## config.mk

```make
export PLATFORM = sky130hd
export DESIGN_NAME = alu_ctrl_seq_flat
export DESIGN_NICKNAME = d
export VERILOG_FILES = /design/src/rtl/alu_ctrl_if.sv /design/src/rtl/alu_ctrl_seq.sv /design/src/flat_wrapper.sv
export SDC_FILE = /design/constraint.sdc
export NUM_CORES = 1
export LEC_CHECK = 0
export CAP_MARGIN = 20
export CORE_ASPECT_RATIO = 0.7
export CORE_MARGIN = 2
export CORE_UTILIZATION = 39
export CTS_CLUSTER_DIAMETER = 60
export DETAILED_ROUTE_END_ITERATION = 10
export PLACE_DENSITY_LB_ADDON = 0.15
export RECOVER_POWER = 50
export SYNTH_ARGS = -nofsm -noshare
export SYNTH_HDL_FRONTEND = slang
export SYNTH_SLANG_ARGS = --single-unit
export TNS_END_PERCENT = 100
```

## constraint.sdc

```tcl
create_clock -name clk -period 1.9 [get_ports clk]
set_input_delay 0.285 -clock clk [delete_from_list [all_inputs] [get_ports clk]]
set_output_delay 0.285 -clock clk [all_outputs]
set_load 0.1 [all_outputs]
```

## src/rtl/alu_ctrl_if.sv

```systemverilog
// alu_ctrl_if: bundle between the ID/EX boundary and the ALU control sequencer.
//   master : upstream side (ID/EX register, hazard unit) drives the instruction
//            fields and flush, and observes the control outputs.
//   slave  : alu_ctrl_seq side.
// Signals: id_valid/id_ready handshake, alu_op[1:0], funct7[1:0] ({30,25}),
//          funct3[2:0], flush, alu_ctrl[CTRL_W-1:0], ctrl_valid, busy, done,
//          illegal.
interface alu_ctrl_if #(
    parameter int CTRL_W = 4
);
    logic              id_valid;
    logic              id_ready;
    logic [1:0]        alu_op;
    logic [1:0]        funct7;
    logic [2:0]        funct3;
    logic              flush;
    logic [CTRL_W-1:0] alu_ctrl;
    logic              ctrl_valid;
    logic              busy;
    logic              done;
    logic              illegal;

    modport master (
        output id_valid, alu_op, funct7, funct3, flush,
        input  id_ready, alu_ctrl, ctrl_valid, busy, done, illegal
    );

    modport slave (
        input  id_valid, alu_op, funct7, funct3, flush,
        output id_ready, alu_ctrl, ctrl_valid, busy, done, illegal
    );
endinterface

```

## src/rtl/alu_ctrl_seq.sv

```systemverilog
// alu_ctrl_seq: registered ALU control decode for the EX stage, with sequencing
// of multi-cycle ops (mult = code 1, MUL_LAT cycles; matr = code 8, MATR_LAT
// cycles). While a multi-cycle op runs the code is held and busy stalls ID/EX.
// Ports:
//   clk    : rising-edge clock
//   rst_n  : asynchronous active-low reset
//   bus    : alu_ctrl_if.slave (instruction fields in, control/status out)
// Optional feature: define ALU_CTRL_ILLEGAL_EN to flag unsupported encodings
// with a one-cycle illegal pulse; otherwise illegal is tied to 0 and such
// encodings decode silently to code 0 as a single-cycle op.
module alu_ctrl_seq #(
    parameter int CTRL_W   = 4,
    parameter int MUL_LAT  = 4,
    parameter int MATR_LAT = 8,
    parameter int CNT_W    = $clog2(((MUL_LAT > MATR_LAT) ? MUL_LAT : MATR_LAT) + 1)
) (
    input  logic        clk,
    input  logic        rst_n,
    alu_ctrl_if.slave   bus
);
    localparam logic [1:0] IDLE = 2'd0;
    localparam logic [1:0] MC   = 2'd1;
    localparam logic [1:0] DONE = 2'd2;

    localparam logic [CTRL_W-1:0] CODE_MUL  = CTRL_W'(1);
    localparam logic [CTRL_W-1:0] CODE_MATR = CTRL_W'(8);

    logic [1:0]        state;
    logic [CNT_W-1:0]  cnt;
    logic [CTRL_W-1:0] ctrl_q;
    logic              valid_q;
    logic              done_q;

    logic [CTRL_W-1:0] dec_code;
    logic              dec_legal;
    logic              accept;
    logic              is_mc;

    // Decode; unsupported encodings leave code 0 with dec_legal low.
    always_comb begin
        dec_code  = '0;
        dec_legal = 1'b0;
        case (bus.alu_op)
            2'b00: begin dec_code = CTRL_W'(2); dec_legal = 1'b1; end
            2'b01: begin
                case (bus.funct3)
                    3'd0:    begin dec_code = CTRL_W'(5); dec_legal = 1'b1; end
                    3'd5:    begin dec_code = CTRL_W'(7); dec_legal = 1'b1; end
                    default: ;
                endcase
            end
            2'b10: begin
                case ({bus.funct7, bus.funct3})
                    5'b00000: begin dec_code = CTRL_W'(2); dec_legal = 1'b1; end
                    5'b00100: begin dec_code = CTRL_W'(4); dec_legal = 1'b1; end
                    5'b10000: begin dec_code = CTRL_W'(6); dec_legal = 1'b1; end
                    5'b01000: begin dec_code = CODE_MUL;   dec_legal = 1'b1; end
                    5'b00001: begin dec_code = CODE_MATR;  dec_legal = 1'b1; end
                    default:  ;
                endcase
            end
            default: begin
                case (bus.funct3)
                    3'd0:    begin dec_code = CTRL_W'(2); dec_legal = 1'b1; end
                    3'd1:    begin dec_code = CTRL_W'(3); dec_legal = 1'b1; end
                    default: ;
                endcase
            end
        endcase
    end

    // id_ready depends on the state register only, so input never reaches output.
    assign accept = bus.id_valid && (state != MC);
    assign is_mc  = dec_legal && ((dec_code == CODE_MUL) || (dec_code == CODE_MATR));

    always_ff @(posedge clk or negedge rst_n) begin
        if (!rst_n) begin
            state   <= IDLE;
            cnt     <= '0;
            ctrl_q  <= '0;
            valid_q <= 1'b0;
            done_q  <= 1'b0;
        end else if (bus.flush) begin
            state   <= IDLE;
            cnt     <= '0;
            ctrl_q  <= '0;
            valid_q <= 1'b0;
            done_q  <= 1'b0;
        end else if (state == MC) begin
            // Code and ctrl_valid are held; counter reaching 1 marks the last busy cycle.
            cnt <= cnt - 1'b1;
            if (cnt == CNT_W'(1)) begin
                state  <= DONE;
                done_q <= 1'b1;
            end
        end else if (accept) begin
            ctrl_q  <= dec_code;
            valid_q <= 1'b1;
            if (is_mc) begin
                state  <= MC;
                done_q <= 1'b0;
                cnt    <= (dec_code == CODE_MUL) ? CNT_W'(MUL_LAT - 1) : CNT_W'(MATR_LAT - 1);
            end else begin
                state  <= DONE;
                done_q <= 1'b1;
            end
        end else begin
            state   <= IDLE;
            ctrl_q  <= '0;
            valid_q <= 1'b0;
            done_q  <= 1'b0;
        end
    end

`ifdef ALU_CTRL_ILLEGAL_EN
    logic illegal_q;

    // Pulses only for the single cycle an unsupported encoding occupies EX.
    always_ff @(posedge clk or negedge rst_n) begin
        if (!rst_n)
            illegal_q <= 1'b0;
        else if (bus.flush || state == MC)
            illegal_q <= 1'b0;
        else
            illegal_q <= accept && !dec_legal;
    end

    assign bus.illegal = illegal_q;
`else
    assign bus.illegal = 1'b0;
`endif

    assign bus.busy       = (state == MC);
    assign bus.id_ready   = (state != MC);
    assign bus.alu_ctrl   = ctrl_q;
    assign bus.ctrl_valid = valid_q;
    assign bus.done       = done_q;
endmodule
```

## src/flat_wrapper.sv

```systemverilog
// flat-port wrapper written by rule: the top's interface ports become plain ports
module alu_ctrl_seq_flat 
#(
    parameter int CTRL_W   = 4,
    parameter int MUL_LAT  = 4,
    parameter int MATR_LAT = 8,
    parameter int CNT_W    = $clog2(((MUL_LAT > MATR_LAT) ? MUL_LAT : MATR_LAT) + 1)
)
  (clk, rst_n, bus_id_valid, bus_alu_op, bus_funct7, bus_funct3, bus_flush, bus_id_ready, bus_alu_ctrl, bus_ctrl_valid, bus_busy, bus_done, bus_illegal);
  alu_ctrl_if #(.CTRL_W(CTRL_W)) bus_i ();
  input  logic clk;
  input  logic rst_n;
  input wire logic [$bits(bus_i.id_valid)-1:0] bus_id_valid;
  input wire logic [$bits(bus_i.alu_op)-1:0] bus_alu_op;
  input wire logic [$bits(bus_i.funct7)-1:0] bus_funct7;
  input wire logic [$bits(bus_i.funct3)-1:0] bus_funct3;
  input wire logic [$bits(bus_i.flush)-1:0] bus_flush;
  output wire logic [$bits(bus_i.id_ready)-1:0] bus_id_ready;
  output wire logic [$bits(bus_i.alu_ctrl)-1:0] bus_alu_ctrl;
  output wire logic [$bits(bus_i.ctrl_valid)-1:0] bus_ctrl_valid;
  output wire logic [$bits(bus_i.busy)-1:0] bus_busy;
  output wire logic [$bits(bus_i.done)-1:0] bus_done;
  output wire logic [$bits(bus_i.illegal)-1:0] bus_illegal;
  assign bus_i.id_valid = bus_id_valid;
  assign bus_i.alu_op = bus_alu_op;
  assign bus_i.funct7 = bus_funct7;
  assign bus_i.funct3 = bus_funct3;
  assign bus_i.flush = bus_flush;
  assign bus_id_ready = bus_i.id_ready;
  assign bus_alu_ctrl = bus_i.alu_ctrl;
  assign bus_ctrl_valid = bus_i.ctrl_valid;
  assign bus_busy = bus_i.busy;
  assign bus_done = bus_i.done;
  assign bus_illegal = bus_i.illegal;
  alu_ctrl_seq #(.CTRL_W(CTRL_W), .MUL_LAT(MUL_LAT), .MATR_LAT(MATR_LAT), .CNT_W(CNT_W)) u_core (.clk(clk), .rst_n(rst_n), .bus(bus_i));
endmodule
```

==> results by group <==
Outcome
  • Outcome: completed

Global routing
  • GR Overflow Total: 0
  • M2 GR Usage: 24.9%
  • Gr busiest metal: met1
  • Total GRT Usage: 17.7%
  • Initial antenna violation count: 0
  • Largest net degree at the start of global routing: 15
  • Met3 Use GR: 6.48%
  • Global-route wire length before repair: 3270 µm
  • Grt met1 use: 25.5%
  • Vias in the first global route: 737

Floorplan
  • Core area: 1900 µm²
  • Number of cell rows: 13
  • # IOs: 20
  • Initial core utilization: 42.3%
  • Die Wd: 58.3 µm
  • Die H: 42.0 µm
  • Total die area: 2450 µm²

Placement
  • Post-DP Area: 1070 µm²
  • Placed cells: 136
  • GP Congestion: 0.831
  • Post-DP HPWL: 1510 µm
  • IO Port Bufs: 18
  • DP Worst Slack: -0.321 ns

Routing
  • Drt pass-1 iters: 4
  • Vias per inst: 5.41
  • Post-route ant nets: 0
  • DRC viols: 0
  • Iteration-0 DRC Markers: 14
  • Avg WL per Cell: 13.7 µm
  • Vias: 768
  • Drt total wl: 1940 µm

STA
  • Minimum clock period: 1.82 ns
  • Final Max Tran Viols: 0
  • Slew at the pin closest to its max-slew limit: 0.552 ns
  • Peak Freq: 0.549 GHz
  • Final WS setup: 0.0782 ns
  • Headroom to the max-slew limit: 63.4%
  • RSZ-0062 raised after global routing: false
  • Fin crit share: 95.9%
  • Fin Clk Skew: 0.00769 ns
  • Setup TNS Final: 0 ns
  • Setup violators final: 0
  • Final hold viol count: 0

Clock tree
  • Clock buffer depth: 2
  • Clk sink count: 11
  • Clock root buffer: clkbuf_4
  • TritonCTS clock tree: yes
  • Worst-skew pair later-pin latency: 0.27 ns
  • Htree depth: 1
  • Total CTS buffers: 3
  • Clock transition at path regs: 0.08 ns
  • CTS hold repair buffers: 0

Synthesis
  • Post-synth top area share: 34.2%
  • Cell Area, Synth: 806 µm²
  • Mapped Cells: 89
  • Number of flops mapped to enable cells by yosys: 0
  • Area leader, netlist: dfrtp_1
  • Commonest cells post-synth: 11 x dfrtp_1, 10 x nor2_1, 8 x nand2_1, 6 x a21oi_1, 5 x o21ai_0
  • Top-count cell post-synth: dfrtp_1
  • Post-Syn Nets: 102
  • Seq/Total Area, Yosys: 34.2%
  • Post-synth top flop: dfrtp_1
  • Post-synthesis area per instance: 9.05 µm²
  • Area contributors post-synth: dfrtp_1 34%, nor2_1 4.7%, buf_6 4.2%
  • Ys async rst share: 100%
  • Unique masters post-synth: 38
  • Warnings from Yosys: 0
  • Synthesis-stage register bit count: 11

Setup path
  • Crit-path max FO: 8
  • Req. time, crit path: 2.09 ns
  • Critical Path AT: 2.01 ns
  • R2R Path Start: u_core.bus.done
  • Crit path kind: in2reg
  • R2R cell count: 5
  • Critical Path Sink Type: flip-flop
  • R2R Path End: u_core.bus.done
  • Reg2Reg Setup Slack: 0.31 ns
  • Startpoint types: primary input

Final layout
  • Fin util: 59.2%
  • Layout area overhead: 39.9%
  • Diode count: 0
  • Nets: 134
  • Finished Cell Area: 1130 µm²
  • Non-filler cells, final: 142
  • Proportion of layout cells with a drive suffix above 1: 35.0%

Power
  • Power Dens Cells: 507 nW/µm²
  • Worst ir drop on vdd: 384 µV
  • Lkg Pwr: 0.531 nW

Run
  • Total of max-cap violations: 0

Hold path
  • Hold WC Path Type: in2async
==> how the worst max path moves through the flow <==
stage,startpoint,endpoint
floorplan,u_core.bus.done,u_core.cnt[3]
CTS,bus_funct7[0],u_core.cnt[0]
detailed placement,bus_funct3[2],u_core.state[0]
global placement,bus_funct3[2],u_core.state[0]
finish,bus_funct3[0],u_core.state[0]
global route,bus_funct3[0],u_core.state[0]
==> cells in the final DEF, fill, tap and decap left out, drive strengths merged, types with 4 or more instances in the layout <==
master,synthesis,routed
nor2,10,10
buf,4,20
clkbuf,1,6
nand2,8,8
o21ai,5,5
a21oi,6,6
clkdlybuf4s50,0,4
dlymetal6s2s,0,4
dfrtp,11,11
nor3,4,4
==> metal layers <==
layer	vias to the layer above	share of wire, %
met1	358	51
met4	0	0.82
li1	383	-
met5	-	0
met3	2	6.2
met2	25	41
==> registers in the layout, summed over array words and instances, names as in the netlist <==
register,cells
u_core.cnt,4
u_core.state,1
u_core.bus.ctrl_valid,1
u_core.bus.alu_ctrl,4
u_core.bus.done,1
==> area by class of cell <==
class	instances	area [µm²]
timing repair buffer	33	299
fill	163	776
tap	22	27.5
multi-input combinational	69	478
inverter	3	16.3
clock inverter	1	5.00
sequential	11	279
clock buffer	3	22.5
==> repair_timing <==
| action | CTS | global route |
|---|---|---|
| cloned | 0 | 0 |
| endpoints found under the setup margin | 2 | 6 |
| buffers inserted | 0 | 2 |
| pin swaps | 0 | 1 |
| gates resized for setup | 2 | 7 |
==> worst max-delay path: stages <==
cell	delay (ns)
clkdlybuf4s50_1	0.43
buf_4	0.18
nand4b_2	0.22
a211o_1	0.34
or2_4	0.29
a221oi_2	0.26
==> power breakdown <==
group | internal, mW | switching [mW] | leakage, nW
Sequential | 0.240 | 0.00404 | 0.149
Combinational | 0.0640 | 0.0980 | 0.364
Clock | 0.0780 | 0.0876 | 0.0177
Total | 0.382 | 0.190 | 0.531
==> cell families (layout without fill, tap and decap cells) <==
logic type | count (synthesis) | count (layout) | share of synthesized area [%]
and+or+nand+nor | 36 | 36 | 25.2
AOI/OAI and AO/OA | 24 | 24 | 22.2
DFF | 11 | 11 | 34.2
buffers and inverters | 9 | 40 | 8.07
xor gates and xnor gates | 5 | 5 | 5.44
adders and majority gates | 2 | 2 | 3.11
other | 1 | 1 | 0.465
muxes | 1 | 1 | 1.40
==> stage by stage <==
step / total power, mW / hold WS (ns)
2_1_floorplan: 0.344 / -0.0106
3_3_place_gp: 0.408 / 0.504
3_5_place_dp: 0.409 / 0.511
4_1_cts: 0.574 / 0.353
5_1_grt: 0.604 / 0.454
6_report: 0.572 / 0.408
Power figures use the tool's default switching activity.
==> RTL change 1: new RTL, config.mk and constraints unchanged <==
`CTRL_W` is set to 4 in 3 places; all go to 3.
--- a/src/rtl/alu_ctrl_if.sv
+++ b/src/rtl/alu_ctrl_if.sv
@@ -8,3 +8,3 @@
 interface alu_ctrl_if #(
-    parameter int CTRL_W = 4
+    parameter int CTRL_W = 3
 );
--- a/src/rtl/alu_ctrl_seq.sv
+++ b/src/rtl/alu_ctrl_seq.sv
@@ -11,3 +11,3 @@
 module alu_ctrl_seq #(
-    parameter int CTRL_W   = 4,
+    parameter int CTRL_W   = 3,
     parameter int MUL_LAT  = 4,
--- a/src/flat_wrapper.sv
+++ b/src/flat_wrapper.sv
@@ -3,3 +3,3 @@
 #(
-    parameter int CTRL_W   = 4,
+    parameter int CTRL_W   = 3,
     parameter int MUL_LAT  = 4,
Interface: changed (resized bus_alu_ctrl); port bits go from 20 to 19. The function was not compared with the original's and may differ.
==> RTL change 1 against the unedited design <==
- synthesized area down 16%
- wire length is 17% lower
- clock skew rose by 0.0029 ns
- cell area shrank 14%
- sequential share of layout area rose by 1.6 points
- total power shrank 2.5%
- setup slack worse by 0.027 ns
- sequential cell count decreased by 1
- highest routed layer unchanged
==> RTL change 1: results (changes against the unedited design) <==
- Largest Register: u_core.cnt
- Clock Skew: 0.0106 ns (+0.00286 ns)
- Antenna violations before repair: 0 (unchanged)
- Post-synth cell types: 37 (-2.6%)
- N_diodes: 0 (unchanged)
- Ys async rst share: 100% (unchanged)
- Post-Syn Instances: 76 (-15%)
- Max FFs per register: 4
- CP max stage delay: 0.55 ns (+0.12 ns)
- Worst flop-to-flop path endpoint: u_core.cnt[2]
- Initial DRC Count: 20 (+6)
- Vias per inst: 5.49 (+1.5%)
- Int Power: 0.389 mW (+1.6%)
- CTS HTree Levels: 1 (unchanged)
- Filler Cells Inserted: 132 (-19%)
- YS warnings: 0 (unchanged)
- Worst Max-Slew Pin Slew: 0.546 ns (-0.00602 ns)
- GPL Wtd Cong: 0.803 (-3.4%)
- Static Leak: 0.402 nW (-24%)
- Drt total wl: 1.61 mm (-17%)
- CTS root buffer: clkbuf_4
- Pin count of the biggest net entering global routing: 13 (-2)
- Input/output buffers: 17 (-1)
- Initial DRT Pass Iterations: 4 (unchanged)
- Post-Syn Nets: 89 (-13%)
- Top FF cell, synth: dfrtp_1
- Clk buf depth: 2 (unchanged)
- R2r startpoint: u_core.bus.done
- Worst IR Drop VDD: 0.000489 V (+27%)
- Clock slew at the register clock pins of the worst setup and hold paths: 0.07 ns
- Worst-skew pair later-pin latency: 0.27 ns (about the same)
- Final cell count without fillers: 122 (-14%)
- Total CTS buffers: 3 (unchanged)
- Top post-synthesis cells by count: dfrtp_1 (10), nand2_1 (7), nor2_1 (6)
- Gr usage total: 19.6% (+1.8 points)
- R2r setup slk: 0.40 ns (+0.09 ns)
- Register area share after synthesis: 37.0% (+2.8 points)
- Crit-path slowest cell: or4b_4
- Dominant cells by area after synthesis: dfrtp_1 (37%), nand3b_1 (4.4%), nand2_1 (3.9%)
- First-pass GRT wire length: 2.84 mm (-13%)
- Outcome: completed
- Hold WC Path Type: input port to asynchronous set/reset pin
- Final setup viols: 0 (unchanged)
- Crit path DAT: 2.04 ns (+0.03 ns)
- Min Hold Slack: 0.386 ns (-0.0212 ns)
- Vias in the first global route: 630 (-15%)
- Share of layout cells above drive strength 1: 26.7% (-8.3 points)
- Reg2reg path depth: 4 (-1)
- Worst-path fanout max: 3 (-5)
- HPWL after DPL: 1.21 mm (-20%)
[RTL change 1: power groups by stage]
stage / sequential (mW) / combinational [mW] / clock (mW)
6_report: 0.222 / 0.139 / 0.196
5_1_grt: 0.223 / 0.149 / 0.212
4_1_cts: 0.222 / 0.140 / 0.202
3_5_place_dp: 0.226 / 0.141 / 0
3_3_place_gp: 0.226 / 0.140 / 0
2_1_floorplan: 0.257 / 0.0516 / 0
[RTL change 1: area by class of cell]
type	count	area (µm²)	area share [%]
inverters	5	20.0	2.08
multi-input cells	56	389	40.3
repair buffers	26	239	24.8
well taps	21	26.3	2.72
clock buffers	4	36.3	3.76
flip-flops and latches	10	254	26.3
[RTL change 1: how the worst max path moves through the flow]
stage               slack, ns             from  cells after the start             to
floorplan              -0.005  u_core.bus.done                      4  u_core.cnt[2]
global placement        -0.34    bus_funct3[2]                      5  u_core.cnt[2]
detailed placement      -0.41    bus_funct3[2]                      5  u_core.cnt[2]
CTS                      0.02    bus_funct3[1]                      5  u_core.cnt[2]
global route             0.01    bus_funct3[1]                      5  u_core.cnt[2]
finish                   0.05    bus_funct3[1]                      5  u_core.cnt[2]
[RTL change 1: repair_timing]
action / in CTS / in global routing
pin swaps: 0 / 1
endpoints found under the setup margin: 3 / 2
hold endpoints to repair: 0 / 0
setup buffers: 0 / 0
resized for setup: 1 / 1
[RTL change 1: logic make-up after synthesis]
kind of cell,share of synthesized area (%)
DFF,37.0
and+or+nand+nor,28.7
xor gates and xnor gates,2.59
AOI/OAI and AO/OA,20.2
other,0.554
adders and majority gates,3.70
buffers and inverters,7.39
[RTL change 1: per-layer routing]
metal / vias to the layer above / GRT usage [%] / wire, µm
li1: 325 / - / -
met1: 316 / 28.4 / 833
met2: 27 / 26.2 / 630
met3: 2 / 6.98 / 131
met4: 0 / 5.77 / 14
met5: - / 0 / 0
[RTL change 1: stage by stage]
| step | setup WS [ns] | instance area [µm²] |
|---|---|---|
| 3_5_place_dp | -0.408 | 937 |
| 5_1_grt | 0.0149 | 965 |
| 3_3_place_gp | -0.341 | 937 |
| 6_report | 0.0509 | 965 |
| 4_1_cts | 0.0219 | 972 |
| 2_1_floorplan | -0.00511 | 701 |
[RTL change 1: worst max-delay path, delay by kind of cell]
family | cells | cell delay, ns
AOI/OAI and AO/OA | 1 | 0.20
buffers and inverters | 1 | 0.43
and+or+nand+nor | 3 | 1.13
==> RTL change 2: new RTL, same settings <==
Without the edit above. Add a define of `ALU_CTRL_ILLEGAL_EN`.
--- a/src/rtl/alu_ctrl_seq.sv
+++ b/src/rtl/alu_ctrl_seq.sv
@@ -10,2 +10,4 @@
 // encodings decode silently to code 0 as a single-cycle op.
+`define ALU_CTRL_ILLEGAL_EN
+
 module alu_ctrl_seq #(
Formal check against the unedited RTL: not equivalent (Yosys sat finds a counterexample within 4 cycles, from zero or initial values and one cycle with rst_n low).
==> RTL change 2 against the unedited design <==
- sequential cell count rose by 1
- sequential power up 9.4%
- synthesized area shrank 4.7%
- wire length is 2.6% lower
- setup slack improved by 0.15 ns
- first-iteration DRC count rose by 36%
- clock skew shrank 0.0073 ns
- final cell count down 5.6%
- total power grew 12%
- cell area down 2.1%
- die area decreased by 4.3%
==> RTL change 2: results (changes against the unedited design) <==
- Post-CTS resize count: 0 (-2)
- Top FF cell, synth: dfrtp_1
- HPWL after DPL: 1.53 mm (+0.98%)
- Initial DRC Count: 19 (+5)
- Total CTS buffers: 3 (unchanged)
- Clock slew at the register clock pins of the worst setup and hold paths: 0.08 ns (about the same)
- Dominant cells by area after synthesis: dfrtp_1 (39%), nand2_1 (4.4%), nor2_1 (4.4%)
- Worst flop-to-flop path endpoint: u_core.cnt[2]
- GPL Wtd Cong: 0.849 (+2.1%)
- Clock Skew: 0.000438 ns (-0.00726 ns)
- Via Count: 730 (-4.9%)
- Post-synthesis mux area share: 0% (-1.4 points)
- Top post-synthesis cells by count: dfrtp_1 (12), nand2_1 (9), nor2_1 (9)
- Worst-skew pair later-pin latency: 0.28 ns
- Pin count of the biggest net entering global routing: 13 (-2)
- First-pass GRT wire length: 3.17 mm (-3.1%)
- Share of layout cells above drive strength 1: 33.0% (-2.0 points)
- Mapped Avg Cell Area: 9.60 µm² (+6.1%)
- Vias in the first global route: 721 (-2.2%)
- Drt total wl: 1.89 mm (-2.6%)
- Filler Cells Inserted: 166 (+1.8%)
- Vias per inst: 5.45 (+0.73%)
- CP max stage delay: 0.44 ns
- Min Hold Slack: 0.436 ns (+0.0282 ns)
- Placed cell count: 130 (-4.4%)
- Post-Syn Nets: 93 (-8.8%)
- Input/output buffers: 19 (+1)
- Post-Place Worst Slack: -0.0517 ns (+0.270 ns)
- Peak Freq: 600 MHz (+9.3%)
- Worst-path fanout max: 6 (-2)
- Static Leak: 0.471 nW (-11%)
- Outcome: completed
- Crit path DAT: 1.84 ns (-0.17 ns)
- Adder-Cell Fraction of Synth Area: 3.26% (+0.15 points)
- Register area share after synthesis: 39.1% (+4.9 points)
- Gr usage total: 18.4% (+0.69 points)
- Post-synth cell types: 41 (+7.9%)
- R2r setup slk: 0.52 ns (+0.21 ns)
- R2r startpoint: u_core.state[1]
- Complex-gate fraction of the synthesized area: 27.7% (+5.5 points)
- Int Power: 0.443 mW (+16%)
- XOR/XNOR Fraction of Synth Area: 2.28% (-3.2 points)
- Worst Max-Slew Pin Slew: 0.578 ns (+0.0266 ns)
- Worst IR Drop VDD: 0.000308 V (-20%)
- YS warnings: 0 (unchanged)
-- RTL change 2: metrics by stage --
step | cell area, µm² | utilization (%)
after global placement | 1080 | 58.1
after floorplan | 805 | -
final | 1100 | 59.5
after global routing | 1100 | 59.5
after detailed placement | 1080 | 58.1
after CTS | 1110 | 60.1
-- RTL change 2: metal layers --
metal | routed length, µm | part of all wire, % | vias to the layer above | GRT usage (%)
met5 | 0 | 0 | - | 0
met4 | 8 | 0.42 | 0 | 1.74
met3 | 136 | 7.2 | 3 | 7.57
met2 | 830 | 44 | 21 | 32.5
met1 | 914 | 48 | 343 | 22.5
li1 | - | - | 363 | -
-- RTL change 2: how the worst max path moves through the flow --
stage | startpoint | end | cells past startpoint
3_5_place_dp | bus_alu_op[0] | u_core.cnt[3] | 6
3_3_place_gp | bus_alu_op[0] | u_core.state[1] | 6
5_1_grt | bus_alu_op[0] | u_core.state[1] | 6
4_1_cts | bus_alu_op[0] | u_core.cnt[3] | 6
6_report | bus_alu_op[0] | u_core.cnt[3] | 6
2_1_floorplan | u_core.state[1] | u_core.cnt[3] | 5
-- RTL change 2: power groups by stage --
stage | clock, mW | sequential [mW] | combinational [mW]
final | 0.211 | 0.267 | 0.160
after global routing | 0.227 | 0.268 | 0.171
after CTS | 0.217 | 0.267 | 0.163
after detailed placement | 0 | 0.273 | 0.163
after global placement | 0 | 0.272 | 0.161
after floorplan | 0 | 0.309 | 0.0551
-- RTL change 2: layout make-up --
| type | count | area (µm²) | area share, % |
|---|---|---|---|
| Clock buffer | 4 | 36.3 | 3.29 |
| Inverter | 3 | 15.0 | 1.36 |
| Multi-Input combinational cell | 61 | 440 | 39.9 |
| Sequential cell | 12 | 304 | 27.6 |
| Tap cell | 22 | 27.5 | 2.49 |
| Timing Repair Buffer | 32 | 280 | 25.4 |
